==> src/rtl/wb_pkg.sv <==
// wb_pkg: write-back select codes, default widths and FIFO count-width helper
package wb_pkg;
   localparam int WB_SEL_IMM = 0;
   localparam int WB_SEL_ALU = 1;
   localparam int WB_SEL_MEM = 2;
   localparam int WB_DATA_W  = 16;
   localparam int WB_REG_AW  = 3;
   function automatic int cnt_w(input int depth);
      return $clog2(depth) + 1;
   endfunction
endpackage

==> src/rtl/outport_fifo.sv <==
// outport_fifo: synchronous power-of-two FIFO with occupancy count; storage is not reset
module outport_fifo
   import wb_pkg::*;
#(
   parameter int DATA_W = WB_DATA_W,
   parameter int DEPTH  = 4
) (
   input  logic                      clk,
   input  logic                      rst,
   input  logic                      push,
   input  logic                      pop,
   input  logic [DATA_W-1:0]         wdata,
   output logic                      full,
   output logic                      empty,
   output logic [cnt_w(DEPTH)-1:0]   count,
   output logic [DATA_W-1:0]         rdata
);
   localparam int AW = $clog2(DEPTH);
   localparam int CW = cnt_w(DEPTH);
   logic [DATA_W-1:0] mem [DEPTH];
   logic [AW-1:0] wr_ptr, rd_ptr;
   assign full  = count == CW'(DEPTH);
   assign empty = count == '0;
   assign rdata = empty ? '0 : mem[rd_ptr];
   // pointers wrap naturally since DEPTH is a power of two
   always_ff @(posedge clk) begin
      if (!rst) begin
         wr_ptr <= '0;
         rd_ptr <= '0;
         count  <= '0;
      end else begin
         if (push) wr_ptr <= wr_ptr + AW'(1);
         if (pop) rd_ptr <= rd_ptr + AW'(1);
         count <= count + CW'(push) - CW'(pop);
      end
   end
   always_ff @(posedge clk) begin
      if (push) mem[wr_ptr] <= wdata;
   end
endmodule

==> src/rtl/wb_outport_unit.sv <==
// wb_outport_unit: write-back source mux, register-file port and OUT FIFO with stall
// WB_SEL_CHECK_EN builds a sticky illegal-select flag on sel_err; otherwise sel_err is 0
module wb_outport_unit
   import wb_pkg::*;
#(
   parameter int DATA_W    = WB_DATA_W,
   parameter int NUM_SRC   = 3,
   parameter int SEL_W     = 2,
   parameter int REG_AW    = WB_REG_AW,
   parameter int OUT_DEPTH = 4
) (
   input  logic                          clk,
   input  logic                          rst,
   input  logic                          wb_valid,
   input  logic                          reg_we,
   input  logic [REG_AW-1:0]             rd_addr,
   input  logic [SEL_W-1:0]              sel,
   input  logic [NUM_SRC*DATA_W-1:0]     src_data,
   input  logic                          outport_enable,
   output logic                          rf_we,
   output logic [REG_AW-1:0]             rf_waddr,
   output logic [DATA_W-1:0]             rf_wdata,
   output logic                          stall,
   output logic                          out_valid,
   input  logic                          out_ready,
   output logic [DATA_W-1:0]             out_data,
   output logic [cnt_w(OUT_DEPTH)-1:0]   out_count,
   output logic                          sel_err
);
   logic [DATA_W-1:0] srcs [2**SEL_W];
   logic legal, push_req, full, empty;
   for (genvar i = 0; i < 2**SEL_W; i++) begin : g_src
      if (i < NUM_SRC) begin : g_on
         assign srcs[i] = src_data[i*DATA_W +: DATA_W];
      end else begin : g_off
         assign srcs[i] = '0;
      end
   end
   assign legal     = int'(sel) < NUM_SRC;
   assign rf_wdata  = srcs[sel];
   assign rf_waddr  = rd_addr;
   assign push_req  = wb_valid & outport_enable & legal;
   assign stall     = push_req & full;
   assign rf_we     = wb_valid & reg_we & legal & ~stall;
   assign out_valid = ~empty;
   outport_fifo #(.DATA_W(DATA_W), .DEPTH(OUT_DEPTH)) u_fifo (
      .clk   (clk),
      .rst   (rst),
      .push  (push_req & ~full),
      .pop   (out_valid & out_ready),
      .wdata (rf_wdata),
      .full  (full),
      .empty (empty),
      .count (out_count),
      .rdata (out_data)
   );
`ifdef WB_SEL_CHECK_EN
   always_ff @(posedge clk) begin
      if (!rst) sel_err <= 1'b0;
      else if (wb_valid & ~legal) sel_err <= 1'b1;
   end
`else
   assign sel_err = 1'b0;
`endif
endmodule

==> config.mk <==
export PLATFORM = sky130hd
export DESIGN_NAME = wb_outport_unit
export DESIGN_NICKNAME = d
export VERILOG_FILES = /design/src/rtl/wb_pkg.sv /design/src/rtl/outport_fifo.sv /design/src/rtl/wb_outport_unit.sv
export SDC_FILE = /design/constraint.sdc
export NUM_CORES = 1
export LEC_CHECK = 0
export ABC_AREA = 1
export CAP_MARGIN = 0
export CORE_ASPECT_RATIO = 1.25
export CORE_MARGIN = 1
export CORE_UTILIZATION = 25
export CTS_BUF_LIST = sky130_fd_sc_hd__clkbuf_2
export DETAILED_ROUTE_END_ITERATION = 8
export GPL_ROUTABILITY_DRIVEN = 0
export GPL_TIMING_DRIVEN = 0
export SLEW_MARGIN = 30
export SYNTH_ARGS = -nofsm -noshare
export SYNTH_HDL_FRONTEND = slang
export SYNTH_SLANG_ARGS = --single-unit
==> constraint.sdc <==
create_clock -name clk -period 2.3 [get_ports clk]
set_clock_uncertainty 0.15 [all_clocks]
set_input_delay 0.46 -clock clk [delete_from_list [all_inputs] [get_ports clk]]
set_output_delay 0.46 -clock clk [all_outputs]
set_load 0.01 [all_outputs]
==> run summary, run 1 <==
Worst-path maximum fanout: 6
Net count after synthesis: 422
Starting Density: 25.91%
Crit share post-route: 104.8%
Area grow syn2layout: 50.62%
Setup TNS: -964.6 ps
Largest net degree at the start of global routing: 13
Root buffer cell: clkbuf_2
Seq/Total Area, Yosys: 57.97%
Top delay family on crit path: buffers and inverters
RSZ-0062 raised after global routing: yes
Synth Instances: 356
Pleak: 2.144 nW
Synthesized cell area: 3626 um^2
Layout cells sized above 1: 32.10%
Failing checks: negative setup slack
Clk_lat worst skew: 510 ps
Grt ovf: 0
Synthesized flop and latch total: 73
CP Capture Type: primary output
Initial antenna violation count: 1
CTS Hold Bufs: 0
Worst path buffer plus inverter count: 5
Residual DRC count: 0
First-pass GRT wire length: 15,660 um
Pre-CTS setup slack: -722.5 ps
H-tree Lvls: 3
Min Tclk post-route: 2410 ps
Slew Limit Fails: 0
Cell accounting for the most synthesized area: edfxtp_1
Startpoint types: flop
Most frequent cells in the layout: 70 x nor2_1, 64 x edfxtp_1, 59 x clkdlybuf4s50_1
Drt wl/cell: 15.06 um
GRT Total Usage: 14.15%
Wire length on met2: 5434 um
Setup-violating endpoint count in the final report: 16
Max stage delay cell, worst path: dfxtp_2
Pwr Total: 4.501 mW
Vias per cell: 4.421
Distinct cells, synth: 29
Run status: finished, violations left
Hold Violations, Final: 0
FMAX: 415.0 MHz
Nets: 548
Final HPWL DP: 7118 um
Required time at the worst-slack endpoint: 1690 ps
Max layer used: met4
CP peak stage delay: 370 ps
Die X: 109.7 um
Iter 0 DRT Violations: 157
Die H: 136.6 um
Max-cap violation count: 0
Max clock buf depth: 2
Worst setup margin: -109.5 ps
CP arrival: 1800 ps
First-pass DRT Iterations: 4
Synth top area share: 53.00%
IO Pins: 101
Cell Chain, Critical Path: buf_12 -> inv_12 -> buf_12 -> buf_16 -> nand2_2 -> nand2_2 -> nand2_2 -> a21oi_2 -> buf_2
Fill count: 1,347
Syn avg cell area: 10.19 um^2
Clock sink total: 73
Hold Path Class: primary input to flop
Kind of critical path: flop to primary output
Final hold slack: 301.8 ps
Commonest non-fill, non-tap cell in the layout: nor2_1
Clock buffer count from CTS: 9
CTS tree: built
Row cnt: 48
Ys Warns: 0
PwrDens: 824.2 nW/um^2
Vias in the first global route: 2,965
Buffers on Ports: 94
DR WL met3: 510 um
Routed via count: 2,927
Total Routed Length: 9969 um
Top post-synthesis cells by area: edfxtp_1 53%, nor2_1 8.1%, nand2_1 6.8%, dfxtp_1 5.0%, buf_6 2.8%
Core Box Area: 13,990 um^2
WL met1: 3879 um
Post-route ant nets: 0
VDD IR max: 0.2670 mV
DIE AREA: 14,990 um^2
CP dominant cell by count: nand2_2
CTS clk-pin slew, worst paths: 200 ps
==> registers in the layout (all words and copies together) (netlist names), named ones only <==
signal / cells
u_fifo.count: 3
u_fifo.wr_ptr: 2
u_fifo.mem: 64
u_fifo.rd_ptr: 2
==> metrics by stage <==
step	cell area, um^2	instances	utilization [%]
detailed placement	4848	629	34.65
global route	5461	662	39.03
floorplan	3626	356	-
CTS	5386	659	38.49
global placement	4786	625	34.20
finish	5461	662	39.03
==> per-layer routing <==
layer	track usage, %	up-vias
li1	-	1451
met1	16.38	1367
met2	25.82	97
met3	2.524	12
met4	4.963	0
met5	0	-
==> cell type report <==
cell class / count / area [um^2] / area share (%)
Tap cell: 175 / 219.0 / 4.009
Multi-Input combinational cell: 239 / 1525 / 27.93
Antenna cell: 1 / 2.502 / 0.04582
Inverter: 20 / 95.09 / 1.741
Timing Repair Buffer: 118 / 1189 / 21.76
Clock buffer: 10 / 50.05 / 0.9164
Sequential cell: 73 / 2108 / 38.60
Clock inverter: 5 / 47.55 / 0.8706
Buffer: 21 / 225.2 / 4.124
==> worst paths after layout <==
check | from | to | slack [ps] | cells after the start
setup / recovery | flop | out_data[6] | -110 | 9
hold / removal | sel[1] | u_fifo.mem[2][0]$_DFFE_PP_ | 300 | 2
setup reg to reg | u_fifo.count[1]$_SDFF_PN0_ | u_fifo.count[2]$_SDFF_PN0_ | 90 | 14
hold reg to reg | u_fifo.rd_ptr[0]$_SDFFE_PN0P_ | u_fifo.rd_ptr[0]$_SDFFE_PN0P_ | 390 | 2
==> cell usage after synthesis <==
cell type  number
edfxtp_1       64
a21oi_1        13
buf_8           1
clkbuf_8        2
buf_4           5
inv_2           1
conb_1          1
o21ai_1        15
buf_6           9
ha_1            6
fa_1            1
nor2_2          1
o31ai_1        12
dfxtp_1         9
nand2_2        10
inv_8           1
a21oi_2         7
inv_4           2
buf_2           5
nor3_2          1
o31ai_2         4
buf_12          2
inv_1          16
o21ai_0         2
nor2_4          1
xnor2_1         1
nand3_1        20
nand2_1        66
nor2_1         78
==> power by group <==
part / total, mW / internal, mW / switching, mW / leakage [nW]
sequential: 1.61 / 1.55 / 0.0556 / 0.660
combinational: 2.25 / 1.08 / 1.17 / 1.42
clock: 0.647 / 0.240 / 0.408 / 0.0666
==> timing repair <==
action | in CTS | in global routing
setup buffers | 12 | 5
pin swaps | 21 | 19
resized for setup | 150 | 34
gates cloned | 4 | 0
endpoints found under the setup margin | 37 | 24
hold endpoints to repair | 0 | 0
==> cell families (layout without fill, tap and decap cells) <==
kind of cell | Yosys count | in the layout | synth area share, %
other | 1 | 2 | 0.1034
buffers and inverters | 44 | 174 | 9.213
AND/OR/NAND/NOR | 177 | 177 | 20.15
AO/OA/AOI/OAI | 53 | 53 | 9.696
adder cells (fa/ha/maj) | 7 | 7 | 2.622
flip-flops | 73 | 73 | 57.97
XOR/XNOR | 1 | 1 | 0.2416
No activity file was read; power rests on OpenSTA's default activity.
==> run 2: changes to the inputs <==
--- a/config.mk
+++ b/config.mk
@@ -7,7 +7,7 @@
 export LEC_CHECK = 0
 export ABC_AREA = 1
 export CAP_MARGIN = 0
-export CORE_ASPECT_RATIO = 1.25
+export CORE_ASPECT_RATIO = 2
 export CORE_MARGIN = 1
 export CORE_UTILIZATION = 25
 export CTS_BUF_LIST = sky130_fd_sc_hd__clkbuf_2
==> run 2 against run 1 <==
Effect of this change: the run still ends with negative setup slack left; flip-flop and latch count unchanged; setup slack better by 32 ps; register-to-register slack better by 30 ps; non-clock buffer count increased by 7; design area is 2.5% higher; total power rose by 6.0%; global-route usage down 0.44 points; cell count up 3.3%; critical path type unchanged.
==> run summary, run 2 (same netlist as run 1, synthesis figures left out) <==
Run status: finished, violations left
Failing checks: negative setup slack
Crit share post-route: 103.4%
Worst setup margin: -77.27 ps
Cell Chain, Critical Path: buf_12 -> inv_12 -> buf_4 -> buf_12 -> o21ai_2 -> a21oi_2 -> buf_2
Die X: 87.16 um
Clock buffer count from CTS: 9
Max-cap violation count: 0
Clock sink total: 73
Total Routed Length: 9949 um
Worst rel slew slack: 64.56%
R2r setup slk: 120 ps
Top delay family on crit path: buffers and inverters
WL met1: 3379 um
CP arrival: 1770 ps
Clk pwr share: 13.6%
Pleak: 2.195 nW
PwrDens: 851.6 nW/um^2
Combinational cell fraction of total power: 52.6%
Internal power: 3.053 mW
Most frequent cells in the layout: 66 x nor2_1, 64 x edfxtp_1, 59 x clkdlybuf4s50_1
Row cnt: 61
Worst path buffer plus inverter count: 5
IO Pins: 101
RSZ-0062 raised after global routing: yes
H-tree Lvls: 3
Worst Tran Pin Value: 531.0 ps
Final HPWL DP: 7077 um
Grt ovf: 0
Fill count: 1,380
Top reg by flops: u_fifo.mem
WHS Endpoint: u_fifo.mem[3][0]$_DFFE_PP_
Required time at the worst-slack endpoint: 1690 ps
CTS clk-pin slew, worst paths: 180 ps
Vias in the first global route: 3,002
Post-route ant nets: 0
Min Tclk post-route: 2377 ps
Core Box Area: 14,040 um^2
Util after Layout: 39.88%
GRT Total Usage: 13.72%
CTS tree: built
CP dominant cell by count: buf_12
Iter 0 DRT Violations: 69
Max layer used: met4
Worst-path maximum fanout: 10
Max clock buf depth: 2
First-pass GRT wire length: 15,060 um
Initial antenna violation count: 1
FMAX: 420.7 MHz
Clk_lat worst skew: 480 ps
DR WL met3: 317 um
CP Capture Type: primary output
Min-delay src: sel[1]
Startpoint types: flop
FF-to-FF End: u_fifo.count[2]$_SDFF_PN0_
Hold path depth: 2
Buffers on Ports: 94
Max stage delay cell, worst path: dfxtp_2
Area grow syn2layout: 54.45%
Setup-violating endpoint count in the final report: 14
Routed via count: 2,941
Wire length on met2: 5922 um
Hold Path Class: primary input to flop
DIE AREA: 15,020 um^2
Die H: 172.3 um
Largest registers in the final layout: u_fifo.mem: 64 flops, u_fifo.count: 3 flops
Layout cells sized above 1: 34.41%
VDD IR max: 0.3549 mV
Reg2Reg Launch Point: u_fifo.count[1]$_SDFF_PN0_
R2R depth: 14
Drt wl/cell: 14.55 um
Kind of critical path: flop to primary output
Net switching power: 1.716 mW
First-pass DRT Iterations: 4
Nets: 555
Starting Density: 25.82%
Sw frac: 35.98%
Largest net degree at the start of global routing: 12
Root buffer cell: clkbuf_2
Hold Violations, Final: 0
Vias per cell: 4.300
Number of flip-flops in the largest register: 64
Flop pwr share: 33.8%
Residual DRC count: 0
Commonest non-fill, non-tap cell in the layout: nor2_1
CP peak stage delay: 360 ps
Slew Limit Fails: 0
Setup TNS: -363.1 ps
CTS Hold Bufs: 0
run 2: metal layers:
layer / vias up / GRT usage [%]
met1: 1363 / 12.18
met4: 0 / 7.769
li1: 1467 / -
met3: 14 / 1.718
met5: - / 0
met2: 97 / 28.21
run 2: how the worst max path moves through the flow:
stage                                     startpoint                         end  slack [ps]  depth (start not counted)
after floorplan           u_fifo.count[1]$_SDFF_PN0_  u_fifo.count[2]$_SDFF_PN0_          70                         14
after global placement                      wb_valid  u_fifo.mem[2][2]$_DFFE_PP_        -800                          5
after detailed placement                src_data[15]                rf_wdata[15]        -700                          4
after CTS                                       flop                 out_data[9]        -130                          9
after global routing                            flop                 out_data[9]        -170                          9
final                                           flop                out_data[13]         -80                          7
run 2: per-stage QoR:
stage	instance area, um^2	cells	hold WS (ps)	worst slack [ps]	power [mW]
final	5600	684	278.2	-77.27	4.769
after global routing	5600	684	260.9	-166.1	5.051
after global placement	4803	639	327.9	-802.6	3.433
after floorplan	3626	356	313.5	74.31	2.625
after detailed placement	4858	643	331.5	-700.0	3.472
after CTS	5310	674	245.5	-128.2	4.426
run 2: area by class of cell:
class                      count  area, um^2  area share, %
clock inverter                 5       46.29         0.8266
multi-input combinational    239        1593          28.44
timing repair buffer         122        1169          20.87
inverter                      20       97.59          1.743
buffer                        24       286.5          5.116
sequential                    73        2115          37.76
tap                          189       236.5          4.223
clock buffer                  11       55.05         0.9830
antenna                        1       2.502        0.04468
run 2: what timing repair did:
action,CTS,global route
buffers inserted,13,7
endpoints found under the setup margin,37,21
gates cloned,2,2
resized for setup,148,46
pin swaps,18,26
run 2: worst reg2reg max path, delay by kind of cell, from the launching register on:
kind,cells,cell delay [ps]
adders and majority gates,3,770
buffers and inverters,5,380
DFF,1,390
and+or+nand+nor,6,410
run 2: power by group through the flow:
stage          logic [mW]  clock network [mW]  registers [mW]
6_report             2.51               0.649            1.61
5_1_grt              2.70               0.727            1.62
4_1_cts              2.16               0.670            1.60
3_5_place_dp         1.85                   0            1.63
3_3_place_gp         1.81                   0            1.62
2_1_floorplan       0.996                   0            1.63
==> run 3: changes to the inputs <==
--- a/config.mk
+++ b/config.mk
@@ -8,11 +8,10 @@
 export ABC_AREA = 1
 export CAP_MARGIN = 0
 export CORE_ASPECT_RATIO = 2
-export CORE_MARGIN = 1
+export CORE_MARGIN = 2
 export CORE_UTILIZATION = 25
 export CTS_BUF_LIST = sky130_fd_sc_hd__clkbuf_2
 export DETAILED_ROUTE_END_ITERATION = 8
-export GPL_ROUTABILITY_DRIVEN = 0
 export GPL_TIMING_DRIVEN = 0
 export SLEW_MARGIN = 30
 export SYNTH_ARGS = -nofsm -noshare
==> run 3 against run 2 <==
Effect of this change: the flow still finishes with violations (negative setup slack); routed wire length up 4.6%; critical path depth rose by 1; largest power group unchanged; non-clock buffer count grew 3.
==> run summary, run 3 (same netlist as run 1, synthesis figures left out) <==
Pleak: 2.193 nW
Kind of critical path: flop to primary output
IO Pins: 101
FMAX: 413.6 MHz
Crit share post-route: 105.1%
R2r setup slk: 100 ps
Min-delay src: sel[1]
Final HPWL DP: 7207 um
Residual DRC count: 0
First-pass GRT wire length: 15,650 um
GPL Wtd Cong: 0.7370
Die H: 174.3 um
Slew Limit Fails: 0
Buffers on Ports: 94
Vias in the first global route: 3,045
Hold Violations, Final: 0
Max clock buf depth: 2
H-tree Lvls: 3
First-pass DRT Iterations: 4
Fill count: 1,454
Clock sink total: 73
Worst setup margin: -117.6 ps
Pre-CTS setup slack: -738.9 ps
Total Routed Length: 10,410 um
Failing checks: negative setup slack
Post-route ant nets: 0
RSZ-0062 raised after global routing: yes
Clock buffer count from CTS: 9
CTS clk-pin slew, worst paths: 180 ps
CP arrival: 1810 ps
Hold path depth: 2
Storage cell area: 2115 um^2
Largest net degree at the start of global routing: 12
Number of flip-flops in the largest register: 64
Setup TNS: -753.0 ps
Clk_lat worst skew: 500 ps
Top reg by flops: u_fifo.mem
CP Capture Type: primary output
Initial antenna violation count: 1
Area occupied by multi-input gates: 1533 um^2
Min Tclk post-route: 2418 ps
Required time at the worst-slack endpoint: 1690 ps
Die X: 89.16 um
Reg2Reg Launch Point: u_fifo.count[0]$_SDFF_PN0_
Pwr Total: 4.700 mW
Vias per cell: 4.291
Routed via count: 2,961
WHS Endpoint: u_fifo.mem[3][0]$_DFFE_PP_
CTS Hold Bufs: 0
Setup-violating endpoint count in the final report: 14
DIE AREA: 15,540 um^2
Largest registers in the final layout: u_fifo.mem: 64 flops, u_fifo.count: 3 flops
Final hold slack: 273.7 ps
Drt wl/cell: 15.08 um
Layout cells sized above 1: 33.40%
Hold Path Class: primary input to flop
Row cnt: 62
Startpoint types: flop
Most frequent cells in the layout: 64 x nand2_1, 64 x edfxtp_1, 63 x nor2_1
Iter 0 DRT Violations: 106
Max-cap violation count: 0
CTS tree: built
Root buffer cell: clkbuf_2
GRT Total Usage: 13.49%
Area grow syn2layout: 53.42%
Run status: finished, violations left
Starting Density: 25.40%
R2R depth: 11
Nets: 558
Core Box Area: 14,270 um^2
Grt ovf: 0
VDD IR max: 0.4629 mV
PwrDens: 844.9 nW/um^2
Worst-path maximum fanout: 6
FF-to-FF End: u_fifo.count[1]$_SDFF_PN0_
## run 3: changes by cell type in the layout (fill, tap and decap cells not counted), sizes merged
cell and delta:
clkdlybuf4s15 +1, dlygate4sd2 -3, clkbuf +2, clkinv -1
buf +4
## run 3: how the worst max path moves through the flow
stage | to | start | slack [ps]
4_1_cts | out_data[4] | flop | -150
2_1_floorplan | u_fifo.count[2]$_SDFF_PN0_ | u_fifo.count[1]$_SDFF_PN0_ | 70
3_5_place_dp | rf_wdata[15] | src_data[15] | -740
6_report | out_data[2] | flop | -120
5_1_grt | out_data[1] | flop | -210
3_3_place_gp | u_fifo.mem[3][3]$_DFFE_PP_ | wb_valid | -790
## run 3: what timing repair did
item                                    in CTS  in global routing
pin swaps                                   16                 30
setup buffers                               17                  8
resized for setup                          146                 35
gates cloned                                 4                  1
endpoints found under the setup margin      37                 24
## run 3: power by group
group          leakage, nW  switching [mW]  internal [mW]
clock network       0.0734           0.411          0.258
registers            0.661          0.0820           1.56
logic                 1.46            1.21           1.18
total                 2.19            1.71           2.99
## run 3: layout make-up
class / instances / share of cell area, %
Clock inverter: 4 / 0.7872
Clock buffer: 12 / 1.080
Multi-Input combinational cell: 239 / 27.55
Tap cell: 192 / 4.318
Buffer: 22 / 4.498
Timing Repair Buffer: 127 / 21.95
Inverter: 20 / 1.754
Sequential cell: 73 / 38.01
Antenna cell: 1 / 0.04498
## run 3: worst max-delay path, stage by stage (launching register included)
cell and delay (ps):
dfxtp_4 500, buf_12 150, buf_12 110, buf_4 100, nor2_2 30, nor2_1 90, o21ai_1 80, a21oi_2 120
buf_2 140
## run 3: stage by stage
| stage | std cells | area [um^2] | util (%) |
|---|---|---|---|
| floorplan | 356 | 3626 | - |
| global placement | 642 | 4807 | 33.68 |
| detailed placement | 646 | 4862 | 34.06 |
| CTS | 683 | 5405 | 37.87 |
| global route | 690 | 5563 | 38.97 |
| finish | 690 | 5563 | 38.97 |
## run 3: routing by layer
layer  share of wire, %  track usage, %  wire, um
met2                 59           26.20      6115
met5                  0               0         0
met4                2.8           5.410       287
met3                3.9           1.899       410
met1                 35           13.52      3594
